$ cat config.mk
export PLATFORM = sky130hd
export DESIGN_NAME = serial_alu_n
export DESIGN_NICKNAME = d
export VERILOG_FILES = /design/src/rtl/serial_alu_pkg.sv /design/src/rtl/serial_alu_slice.sv /design/src/rtl/serial_alu_n.sv
export SDC_FILE = /design/constraint.sdc
export NUM_CORES = 1
export LEC_CHECK = 0
export CELL_PAD_IN_SITES_DETAIL_PLACEMENT = 0
export CELL_PAD_IN_SITES_GLOBAL_PLACEMENT = 2
export CORE_ASPECT_RATIO = 1.4
export CORE_MARGIN = 2
export CORE_UTILIZATION = 25
export CTS_CLUSTER_DIAMETER = 150
export DETAILED_ROUTE_END_ITERATION = 8
export PLACE_DENSITY_LB_ADDON = 0.05
export SETUP_SLACK_MARGIN = 0.1
export SLEW_MARGIN = 0
export SYNTH_ARGS = -nofsm -noshare
export SYNTH_HDL_FRONTEND = slang
export SYNTH_HIERARCHICAL = 1
export SYNTH_SLANG_ARGS = --single-unit
$ cat constraint.sdc
create_clock -name reclk -period 6 [get_ports reclk]
set_input_delay 0.9 -clock reclk [delete_from_list [all_inputs] [get_ports reclk]]
set_output_delay 0.9 -clock reclk [all_outputs]
set_load 0.005 [all_outputs]
$ cat src/rtl/serial_alu_pkg.sv
// Shared encodings for the bit-serial ALU: operation codes, FSM states,
// and a small helper that tells arithmetic ops apart from logical/pass ops.
package serial_alu_pkg;

  typedef enum logic [2:0] {
    OP_AND    = 3'b000,
    OP_OR     = 3'b001,
    OP_XOR    = 3'b010,
    OP_ADD    = 3'b011,
    OP_SUB    = 3'b100,
    OP_PASS_A = 3'b101,
    OP_PASS_B = 3'b110,
    OP_NOT_A  = 3'b111
  } alu_op_e;

  typedef enum logic [1:0] {
    ST_IDLE = 2'b00,
    ST_RUN  = 2'b01,
    ST_DONE = 2'b10
  } alu_state_e;

  // Only ADD and SUB produce meaningful carry/overflow flags.
  function automatic logic is_arith(alu_op_e op);
    return (op == OP_ADD) || (op == OP_SUB);
  endfunction

endpackage

$ cat src/rtl/serial_alu_slice.sv
// One-bit ALU slice: combines one bit of each operand with the running carry.
// SUB is handled as a + ~b + 1, the +1 coming from the carry preset.
module serial_alu_slice
  import serial_alu_pkg::*;
(
  input  logic       a_i,
  input  logic       b_i,
  input  logic       c_i,
  input  logic [2:0] op_i,
  output logic       s_o,
  output logic       c_o
);

  logic b_eff;

  // Per-bit result and carry-out for the selected operation.
  always_comb begin
    b_eff = b_i;
    s_o   = 1'b0;
    c_o   = 1'b0;
    case (alu_op_e'(op_i))
      OP_AND:    s_o = a_i & b_i;
      OP_OR:     s_o = a_i | b_i;
      OP_XOR:    s_o = a_i ^ b_i;
      OP_ADD, OP_SUB: begin
        b_eff = (alu_op_e'(op_i) == OP_SUB) ? ~b_i : b_i;
        s_o   = a_i ^ b_eff ^ c_i;
        c_o   = (a_i & b_eff) | (c_i & (a_i ^ b_eff));
      end
      OP_PASS_A: s_o = a_i;
      OP_PASS_B: s_o = b_i;
      OP_NOT_A:  s_o = ~a_i;
      default:   s_o = 1'b0;
    endcase
  end

endmodule

$ cat src/rtl/serial_alu_n.sv
// Bit-serial ALU: processes one operand bit per clock, LSB first, and
// publishes result and flags together on completion.
//
// state   | meaning
// --------+-------------------------------------------------------------
// ST_IDLE | waiting for start
// ST_RUN  | one bit per cycle; busy and sout_valid high
// ST_DONE | result/flags just updated; done high; start accepted again
module serial_alu_n
  import serial_alu_pkg::*;
#(
  parameter int WIDTH = 8
) (
  input  logic             reclk,
  input  logic             rst,
  input  logic             start,
  input  logic [WIDTH-1:0] a,
  input  logic [WIDTH-1:0] b,
  input  logic [2:0]       op,
  output logic             busy,
  output logic             done,
  output logic [WIDTH-1:0] result,
  output logic             carry,
  output logic             zero,
  output logic             ovf,
  output logic             sout,
  output logic             sout_valid
);

  localparam int CNT_W = (WIDTH > 1) ? $clog2(WIDTH) : 1;
  localparam logic [CNT_W-1:0] CNT_LOAD = CNT_W'(WIDTH - 1);

  alu_state_e       state_q, state_d;
  logic             accept;
  logic             last_bit;
  logic [WIDTH-1:0] a_q;
  logic [WIDTH-1:0] b_q;
  logic [2:0]       op_q;
  logic             carry_q;
  logic [CNT_W-1:0] cnt_q;
  logic             sum_bit;
  logic             cout_bit;
  logic [WIDTH-1:0] res_next;

  // The a shift register doubles as the result shift register: each computed
  // bit enters at the MSB as the consumed operand bit leaves at the LSB.
  assign res_next = {sum_bit, a_q[WIDTH-1:1]};
  assign last_bit = (cnt_q == '0);

  serial_alu_slice u_slice (
    .a_i  (a_q[0]),
    .b_i  (b_q[0]),
    .c_i  (carry_q),
    .op_i (op_q),
    .s_o  (sum_bit),
    .c_o  (cout_bit)
  );

  // Next-state decode; start is only honoured outside RUN.
  always_comb begin
    state_d = state_q;
    accept  = 1'b0;
    case (state_q)
      ST_IDLE, ST_DONE: begin
        if (start) begin
          accept  = 1'b1;
          state_d = ST_RUN;
        end else begin
          state_d = ST_IDLE;
        end
      end
      ST_RUN:  if (last_bit) state_d = ST_DONE;
      default: state_d = ST_IDLE;
    endcase
  end

  // State register.
  always_ff @(posedge reclk or negedge rst) begin
    if (!rst) state_q <= ST_IDLE;
    else      state_q <= state_d;
  end

  // Operand capture, serial shifting, bit down-counter and result publication.
  always_ff @(posedge reclk or negedge rst) begin
    if (!rst) begin
      a_q     <= '0;
      b_q     <= '0;
      op_q    <= '0;
      carry_q <= 1'b0;
      cnt_q   <= '0;
      result  <= '0;
      carry   <= 1'b0;
      zero    <= 1'b0;
      ovf     <= 1'b0;
    end else if (accept) begin
      a_q     <= a;
      b_q     <= b;
      op_q    <= op;
      carry_q <= (alu_op_e'(op) == OP_SUB);
      cnt_q   <= CNT_LOAD;
    end else if (state_q == ST_RUN) begin
      a_q     <= res_next;
      b_q     <= {1'b0, b_q[WIDTH-1:1]};
      carry_q <= cout_bit;
      cnt_q   <= cnt_q - 1'b1;
      if (last_bit) begin
        result <= res_next;
        zero   <= (res_next == '0);
        carry  <= is_arith(alu_op_e'(op_q)) & cout_bit;
        // carry_q here is the carry into the MSB.
        ovf    <= is_arith(alu_op_e'(op_q)) & (carry_q ^ cout_bit);
      end
    end
  end

  assign busy       = (state_q == ST_RUN);
  assign done       = (state_q == ST_DONE);
  assign sout_valid = busy;
  assign sout       = busy & sum_bit;

endmodule

## Word level (Yosys, flattened, before mapping)

Index checks and enable logic that the tools add are counted.

| cells by class | value |
|---|---|
| $add $sub $neg | 1 |
| $mul | 0 |
| divide/modulo/power cells | 0 |
| magnitude comparators | 0 |
| equal/unequal tests | 11 |
| shift operators | 0 |
| multiplexer cells | 16 |
| bitwise logic cells | 15 |
| reduce and logical (&&, ||, !) cells | 9 |

Operators with widths:

| kind | count |
|---|---|
| $mux 8 | 4 |
| $eq 3x3->1 const B | 5 |
| $logic_not 8->1 | 1 |
| $mux 1 | 7 |
| $pmux 1 s7 | 1 |
| $and 1x1->1 | 6 |
| $eq 3x2->1 const B | 2 |
| $logic_not 3->1 | 2 |
| $mux 3 | 2 |
| $pmux 2 s2 | 1 |
| $reduce_or 2->1 | 2 |
| $xor 1x1->1 | 4 |
| $eq 3x1->1 const B | 1 |
| $not 1->1 | 3 |
| $reduce_and 3->1 | 1 |
| $sub 3x1->3 const B | 1 |
| $eq 2x1->1 const B | 1 |
| $eq 2x2->1 const B | 1 |
| $logic_not 2->1 | 1 |
| $mux 2 | 1 |
| $ne 2x1->1 const B | 1 |
| $or 1x1->1 | 2 |
| $reduce_bool 2->1 | 1 |
| $logic_or 1x1->1 | 1 |

| word-level totals | value |
|---|---|
| bits in registers | 36 |
| latch bits | 0 |
| bits in writable memories | 0 |
| bits in read-only memories | 0 |
| input bits | 22 |
| output and inout bits | 15 |
| memories | 0 |

## Depth between registers and ports, before layout

Gate-level depths: netlist of run 1.

| depth | value |
|---|---|
| depth after elaboration | 8 |
| depth in mapped cells | 10 |
| mapped depth without buffers | 10 |

## Cells and area by module

Netlist of run 1, hierarchy kept.

Modules (own cells, without submodules):

| module | times used | cells each | area each (um^2) | sequential area each (um^2) |
|---|---|---|---|---|
| serial_alu_n | 1 | 154 | 1607.8 | 900.9 |
| serial_alu_slice | 1 | 21 | 190.2 | 0.0 |

## Worst setup path before layout of run 1

No wires, ideal clock.

| path | value |
|---|---|
| path kind | register -> output |
| start | reg op_q[1] |
| end | out sout |
| data arrival time | 2.110 ns |
| setup slack | 2.990 ns |
| cell stages (with the launch flop) | 9 |
| path through | dfrtp_1 -> buf_6 -> or3_4 -> xnor2_2 -> fa_1 -> mux2_4 -> nand3_1 -> o311a_1 -> and2_1 |

| between the ends | value |
|---|---|
| longest elaborated chain between the ends | 6 |
| elaborated cells on any way between the ends | 14 |
| classes of those cells | eq/ne: 7; mux: 2; bitwise: 3; reduce/logical: 2 |

Ends and longest elaborated chain:

| element | line | text |
|---|---|---|
| start, declared | serial_alu_n.sv:38 | `logic [2:0] op_q;` |
| start signal, assigned | serial_alu_n.sv:98 | `op_q <= op;` |
| $eq 3x3->1 | serial_alu_slice.sv:21, serial_alu_slice.sv:26 |  |
| $mux 1 | serial_alu_slice.sv:26 | `b_eff = (alu_op_e'(op_i) == OP_SUB) ? ~b_i : b_i;` |
| $xor 1x1->1 (2 in a row) | serial_alu_slice.sv:27 | `s_o = a_i ^ b_eff ^ c_i;` |
| $pmux 1 s7 (*) | serial_alu_slice.sv:21 | `case (alu_op_e'(op_i))` |
| named net sum_bit | serial_alu_n.sv:41 | `logic sum_bit;` |
| $and 1x1->1 (*) | serial_alu_n.sv:119 | `assign sout = busy & sum_bit;` |
| end, declared | serial_alu_n.sv:26 | `output logic sout,` |

Mark *: on every way through the listed nets, which the timed path passes. The rest lies on a longest branch.

## Worst setup path after layout of run 1

| path | value |
|---|---|
| start | reg op_q[2] |
| end | out sout |

The elaborated chain is that of the path after synthesis.

==> results of run 1 <==
==> worst register-to-register path: cells and delay by family, from the launching register on <==
kind | cells | cell delay, ns
and+or+nand+nor | 2 | 0.61
AOI/OAI and AO/OA | 2 | 0.64
DFF | 1 | 0.46
xor gates and xnor gates | 1 | 0.15
adders and majority gates | 1 | 0.50
buffers and inverters | 1 | 0.07
muxes | 1 | 0.08
==> worst paths after layout <==
check	startpoint	endpoint	slack, ns
max	op_q[2]$_DFFE_PN0P_	sout	1.95
min	cnt_q[0]$_DFFE_PN0P_	cnt_q[0]$_DFFE_PN0P_	0.48
max reg2reg	op_q[2]$_DFFE_PN0P_	a_q[7]$_DFFE_PN0P_	3.38
min reg2reg	cnt_q[0]$_DFFE_PN0P_	cnt_q[0]$_DFFE_PN0P_	0.48
max in group asynchronous	rst	result[4]$_DFFE_PN0P_	4.73
min in group asynchronous	rst	result[7]$_DFFE_PN0P_	0.70
==> cells in the mapped netlist, drive strengths merged <==
cell / n / area share
a22oi: 6 / 0.025
xnor2: 2 / 0.014
nand3: 7 / 0.019
o31ai: 1 / 0.0042
fa: 1 / 0.011
nor2b: 2 / 0.0070
nor3: 1 / 0.0028
buf: 11 / 0.053
xor2: 1 / 0.0049
a2bb2oi: 1 / 0.0049
nand2b: 2 / 0.0070
and2: 1 / 0.0035
a22o: 1 / 0.0049
or3: 1 / 0.0063
and3b: 1 / 0.0049
o21ai: 4 / 0.011
a221o: 1 / 0.0056
ha: 4 / 0.028
a21oi: 3 / 0.010
dfrtp: 36 / 0.50
mux2i: 3 / 0.017
mux2: 9 / 0.067
nand2: 38 / 0.079
nor2: 14 / 0.029
inv: 9 / 0.022
nand3b: 2 / 0.010
o311a: 1 / 0.0056
nor4: 2 / 0.0070
a31oi: 10 / 0.035
==> power groups by stage <==
stage / combinational (W) / clock, W / sequential [W]
floorplan: 0.000407 / 0 / 0.000428
global placement: 0.000550 / 0 / 0.000452
detailed placement: 0.000560 / 0 / 0.000455
CTS: 0.000564 / 0.000191 / 0.000451
global route: 0.000615 / 0.000201 / 0.000470
finish: 0.000550 / 0.000182 / 0.000450
==> routing by layer <==
layer	share of wire	vias to the layer above
met5	0	-
met4	0.040	0
met3	0.034	12
met2	0.48	36
met1	0.44	671
li1	-	663
==> sequential cells by signal, summed over array words and instances (netlist names) <==
register	cells
a_q	8
b_q	8
carry	1
carry_q	1
cnt_q	3
op_q	3
ovf	1
result	8
state_q	2
zero	1
==> final cells by class <==
class,instances,area share
Timing Repair Buffer,37,0.159
Multi-Input combinational cell,119,0.335
Inverter,9,0.0170
Tap cell,95,0.0522
Clock buffer,6,0.0363
Sequential cell,36,0.396
Clock inverter,2,0.00440
==> per-stage QoR <==
| step | hold WS [ns] | power [W] | utilization |
|---|---|---|---|
| finish | 0.478 | 0.00118 | 0.326 |
| global route | 0.515 | 0.00129 | 0.326 |
| CTS | 0.484 | 0.00121 | 0.326 |
| detailed placement | 0.473 | 0.00102 | 0.313 |
| global placement | 0.460 | 0.00100 | 0.313 |
| floorplan | 0.443 | 0.000835 | - |
==> cell families after synthesis <==
| kind of cell | after synthesis | synth area share |
|---|---|---|
| AO/OA/AOI/OAI | 28 | 0.106 |
| adder cells (fa/ha/maj) | 5 | 0.0390 |
| flip-flops | 36 | 0.501 |
| multiplexers | 12 | 0.0835 |
| AND/OR/NAND/NOR | 71 | 0.177 |
| XOR/XNOR | 3 | 0.0188 |
| buffers and inverters | 20 | 0.0745 |
==> impl_metrics.yaml, run 1 <==
global_route:
  first_pass_grt_wire_length_microns: 7560
  number_of_global_route_vias_before_repair: 1506
  busiest_layer: "met2"
  antenna_found_initial: 0
  grt_use_met2: 0.196
  use_met1: 0.164
  groute.layer.met3.usage: 0.0281
  grt_start_max_net_pins: 37
  track_usage: 0.127
  grt_remaining_overflow: 0
route:
  drc: 0
  postRouteAntennaNets: 0
  routed-via-count: 1382
  post_drt_wl_per_cell_microns: 14.7
  drt_wl_total_microns: 4460
  detailedRoute.firstIterationViolations: 40
  drt-pass1-iter-count: 4
  post_drt_via_cell_ratio: 4.55
die:
  core_area_sq_um: 6980
  die_outline_area_sq_um: 7900
  die_w_microns: 75.7
  initial_utilization: 0.258
  die_height_microns: 104
  floorplan.rows: 36
  top_level_ports: 37
synthesis:
  syn-cell-area_sq_um: 1800
  synth.avg_cell_area_sq_um: 10.3
  ys.warnings.count: 6
  yosysSeqAreaShare: 0.501
  synth.distinct_cells: 38
  mapped_cells: 175
  yosys_register_bits: 36
  synth.net_count: 202
timing:
  final_clock_period_utilization_by_the_worst_path: 0.676
  grt_setup_unrepaired: "no"
  post-route-min-period_ns: 4.05
  clock_skew_ns: 0.00420
  slew_headroom: 0.297
  layout_setup_ws_ns: 1.95
  setup_failing_eps_final: 0
  fmax_mhz: 247
  worstMarginPinSlew_ns: 1.05
  final-hold-violation-count: 0
  drv_slew: 0
  final.setup.tns_ns: 0
clock_network:
  number_of_buffers_added_for_setup_after_cts: 0
  cts_max_path_buffers: 2
  holdBufCountCts: 0
  cts.sinks: 36
  clkLatencyLatePin_ns: 0.29
  cts.htree.levels: 2
  cts_tree: "done"
  clk_transition_reported_paths_ns: 0.08
  clock_tree.root_cell: "sky130_fd_sc_hd__clkbuf_8"
  cts_buffers: 5
  cts_repair_resize_count: 0
pwr:
  seq_power_share: 0.381
  total_switching_power_w: 0.000450
  power.switching_fraction: 0.381
  power_per_cell_area_nw_per_um2: 519
  leakage_nw: 1.01
  combinationalPowerShare: 0.466
  power_report.internal_total_w: 0.000732
  power_share_of_the_clock_group: 0.154
  vdd.ir_drop.worst_uv: 221
hold_path:
  worst_hold_path_type: "reg2reg"
  number_of_cells_on_the_worst_hold_path: 1
finish:
  diodes: 0
  area.sequential_sq_um: 901
  finalInstanceArea_sq_um: 2280
  layout_commonest_cell: "sky130_fd_sc_hd__nand2_1"
  layout.cells.most_common_list: "sky130_fd_sc_hd__nand2_1, sky130_fd_sc_hd__dfrtp_1, sky130_fd_sc_hd__clkdlybuf4s50_1"
  final_cells: 304
  filler_cells_inserted: 721
  finalNetCount: 235
  area_growth_pct: 26.7
  layout_cell_share_with_drive_strength_beyond_1: 0.120
  multi_input_area_sq_um: 763
setup_path:
  cp_cell_sequence: "inv_2 > or3_4 > xnor2_2 > fa_1 > mux2_4 > nand3_1 > o311a_1 > and2_1 > clkdlybuf4s50_1"
  worstRegToRegCells: 8
  worst_path_depth: 9
  critical_path_class: "reg2out"
  endpoint_kind: "output pin"
  cp_slowest_cell: "sky130_fd_sc_hd__clkdlybuf4s50_1"
  timing.critical_path.slowest_cell_delay_ns: 0.51
  critical_path_peak_fanout: 7
  cp_data_arrival_time_ns: 3.15
  cp.buffers_inverters: 2
  critical_path_required_ns: 5.10
  worst_setup_path_start_kind: "register"
  critical_path.top_delay_family: "simple AND/OR/NAND/NOR gates"
placement:
  post-place-ws_ns: 2.24
  hpwlAfterDp_microns: 3100
  buffer_ports.inserted: 36
  dpl.cell_count: 296
  detailed_place.area_sq_um: 2180
  gp_congestion: 0.773
status:
  run_status: "finished clean"
flow_run:
  max-cap-violations: 0
Note: power is estimated with default switching activity, not from simulation.
==> inputs of run 2 (changes only) <==
==> constraint.sdc (replaced) <==
create_clock -name reclk -period 3.64 [get_ports reclk]
set_input_delay 0.546 -clock reclk [delete_from_list [all_inputs] [get_ports reclk]]
set_output_delay 0.546 -clock reclk [all_outputs]
set_load 0.005 [all_outputs]
==> impl_metrics.yaml, run 2 (synthesis results as in run 1) <==
finish:
  finalInstanceArea_sq_um: 2330
  layout.cells.most_common_list: "sky130_fd_sc_hd__nand2_1, sky130_fd_sc_hd__dfrtp_1, sky130_fd_sc_hd__clkdlybuf4s50_1"
  post-route-util: 0.333
  finalNetCount: 240
  layout_commonest_cell: "sky130_fd_sc_hd__nand2_1"
  diodes: 0
  layout_cell_share_with_drive_strength_beyond_1: 0.154
  filler_cells_inserted: 738
  reg_top3: "a_q: 8 flops, b_q: 8 flops, result: 8 flops"
  area_growth_pct: 29.4
clock_network:
  cts.sinks: 36
  clock_tree.root_cell: "sky130_fd_sc_hd__clkbuf_8"
  cts.htree.levels: 2
  cts_max_path_buffers: 2
  clkLatencyLatePin_ns: 0.29
  clk_transition_reported_paths_ns: 0.08
  holdBufCountCts: 0
  cts_tree: "done"
  cts_buffers: 5
die:
  die_outline_area_sq_um: 7900
  top_level_ports: 37
  floorplan.rows: 36
  initial_utilization: 0.258
  die_w_microns: 75.7
  core_area_sq_um: 6980
  die_height_microns: 104
timing:
  layout_setup_ws_ns: 0.387
  setup_failing_eps_final: 0
  clock_skew_ns: 0.0109
  final_clock_period_utilization_by_the_worst_path: 0.894
  worstMarginPinSlew_ns: 1.02
  final-hold-violation-count: 0
  post-route-min-period_ns: 3.25
  fmax_mhz: 307
  slew_headroom: 0.318
  drv_slew: 0
  grt_setup_unrepaired: "no"
  final.setup.tns_ns: 0
route:
  drc: 0
  drt-pass1-iter-count: 4
  postRouteAntennaNets: 0
  routed-via-count: 1360
  drt_wl_total_microns: 4590
  detailedRoute.firstIterationViolations: 37
  post_drt_wl_per_cell_microns: 14.9
  post_drt_via_cell_ratio: 4.40
setup_path:
  critical_path_class: "reg2out"
  endpoint_kind: "output pin"
  cp_data_arrival_time_ns: 2.71
  worst_setup_path_start_kind: "register"
  critical_path_peak_fanout: 3
  cp_cell_sequence: "inv_2 > or3_4 > xnor2_2 > fa_1 > mux2_4 > nand3_1 > o311a_4 > and2_1 > dlygate4sd2_1"
  timing.critical_path.slowest_cell_delay_ns: 0.48
  critical_path_required_ns: 3.09
  cp_slowest_cell: "sky130_fd_sc_hd__fa_1"
pwr:
  total_switching_power_w: 0.000769
  power_share_of_the_clock_group: 0.146
  vdd.ir_drop.worst_uv: 290
  power_per_cell_area_nw_per_um2: 872
  power.switching_fraction: 0.379
  leakage_nw: 1.04
  seq_power_share: 0.355
  power_report.internal_total_w: 0.00126
  combinationalPowerShare: 0.499
global_route:
  track_usage: 0.129
  antenna_found_initial: 0
  first_pass_grt_wire_length_microns: 7660
  number_of_global_route_vias_before_repair: 1477
  grt_remaining_overflow: 0
  grt_start_max_net_pins: 37
placement:
  gp_congestion: 0.791
  hpwlAfterDp_microns: 3070
  post-place-ws_ns: 0.248
  detailed_place.area_sq_um: 2200
  buffer_ports.inserted: 36
hold_path:
  worst_hold_path_type: "in2async"
status:
  run_status: "finished clean"
flow_run:
  max-cap-violations: 0
[run 2: area by class of cell]
| cell class | instances | area (sq um) | area share |
|---|---|---|---|
| Multi-Input combinational cell | 119 | 774 | 0.333 |
| Inverter | 9 | 38.8 | 0.0167 |
| Clock inverter | 2 | 10.0 | 0.00430 |
| Clock buffer | 6 | 82.6 | 0.0355 |
| Sequential cell | 36 | 903 | 0.388 |
| Tap cell | 95 | 119 | 0.0511 |
| Timing Repair Buffer | 42 | 399 | 0.172 |
[run 2: per-layer routing]
metal,vias up,global-route usage,wire length [microns]
li1,665,-,-
met1,657,0.160,1960
met2,32,0.214,2400
met3,6,0.0300,157
met4,0,0.0414,70
met5,-,0,0
[run 2: timing repair]
item | in CTS | in global routing
setup buffers | 3 | 0
gates resized for setup | 4 | 0
setup endpoints to repair | 1 | 0
[run 2: worst max-delay path, delay by kind of cell (launching register included)]
family	cells	cell delay [ns]
simple gates	3	0.63
xor+xnor	1	0.15
fa+ha+maj	1	0.48
compound gates	1	0.20
flops	1	0.38
buf+inv	2	0.30
mux	1	0.27
[run 2: worst paths after layout]
path	start	to	slack, ns	cells after the start
max	op_q[2]$_DFFE_PN0P_	sout	0.39	9
min	rst	result[7]$_DFFE_PN0P_	0.36	1
max reg2reg	op_q[2]$_DFFE_PN0P_	zero$_DFFE_PN0P_	1.06	10
min reg2reg	cnt_q[0]$_DFFE_PN0P_	cnt_q[0]$_DFFE_PN0P_	0.49	1
max in group asynchronous	rst	op_q[0]$_DFFE_PN0P_	2.68	1
min in group reclk	cnt_q[0]$_DFFE_PN0P_	cnt_q[0]$_DFFE_PN0P_	0.49	1
[run 2: stage by stage]
step | power, W | cells | hold WS [ns]
floorplan | 0.00138 | 175 | 0.250
global route | 0.00221 | 309 | 0.438
CTS | 0.00207 | 309 | 0.403
finish | 0.00203 | 309 | 0.361
detailed placement | 0.00170 | 298 | 0.476
global placement | 0.00167 | 298 | 0.457
[run 2: power by group through the flow]
stage	combinational [W]	clock, W	sequential (W)
6_report	0.00101	0.000297	0.000720
2_1_floorplan	0.000671	0	0.000706
3_5_place_dp	0.000955	0	0.000741
4_1_cts	0.00104	0.000310	0.000722
3_3_place_gp	0.000937	0	0.000733
5_1_grt	0.00113	0.000328	0.000748
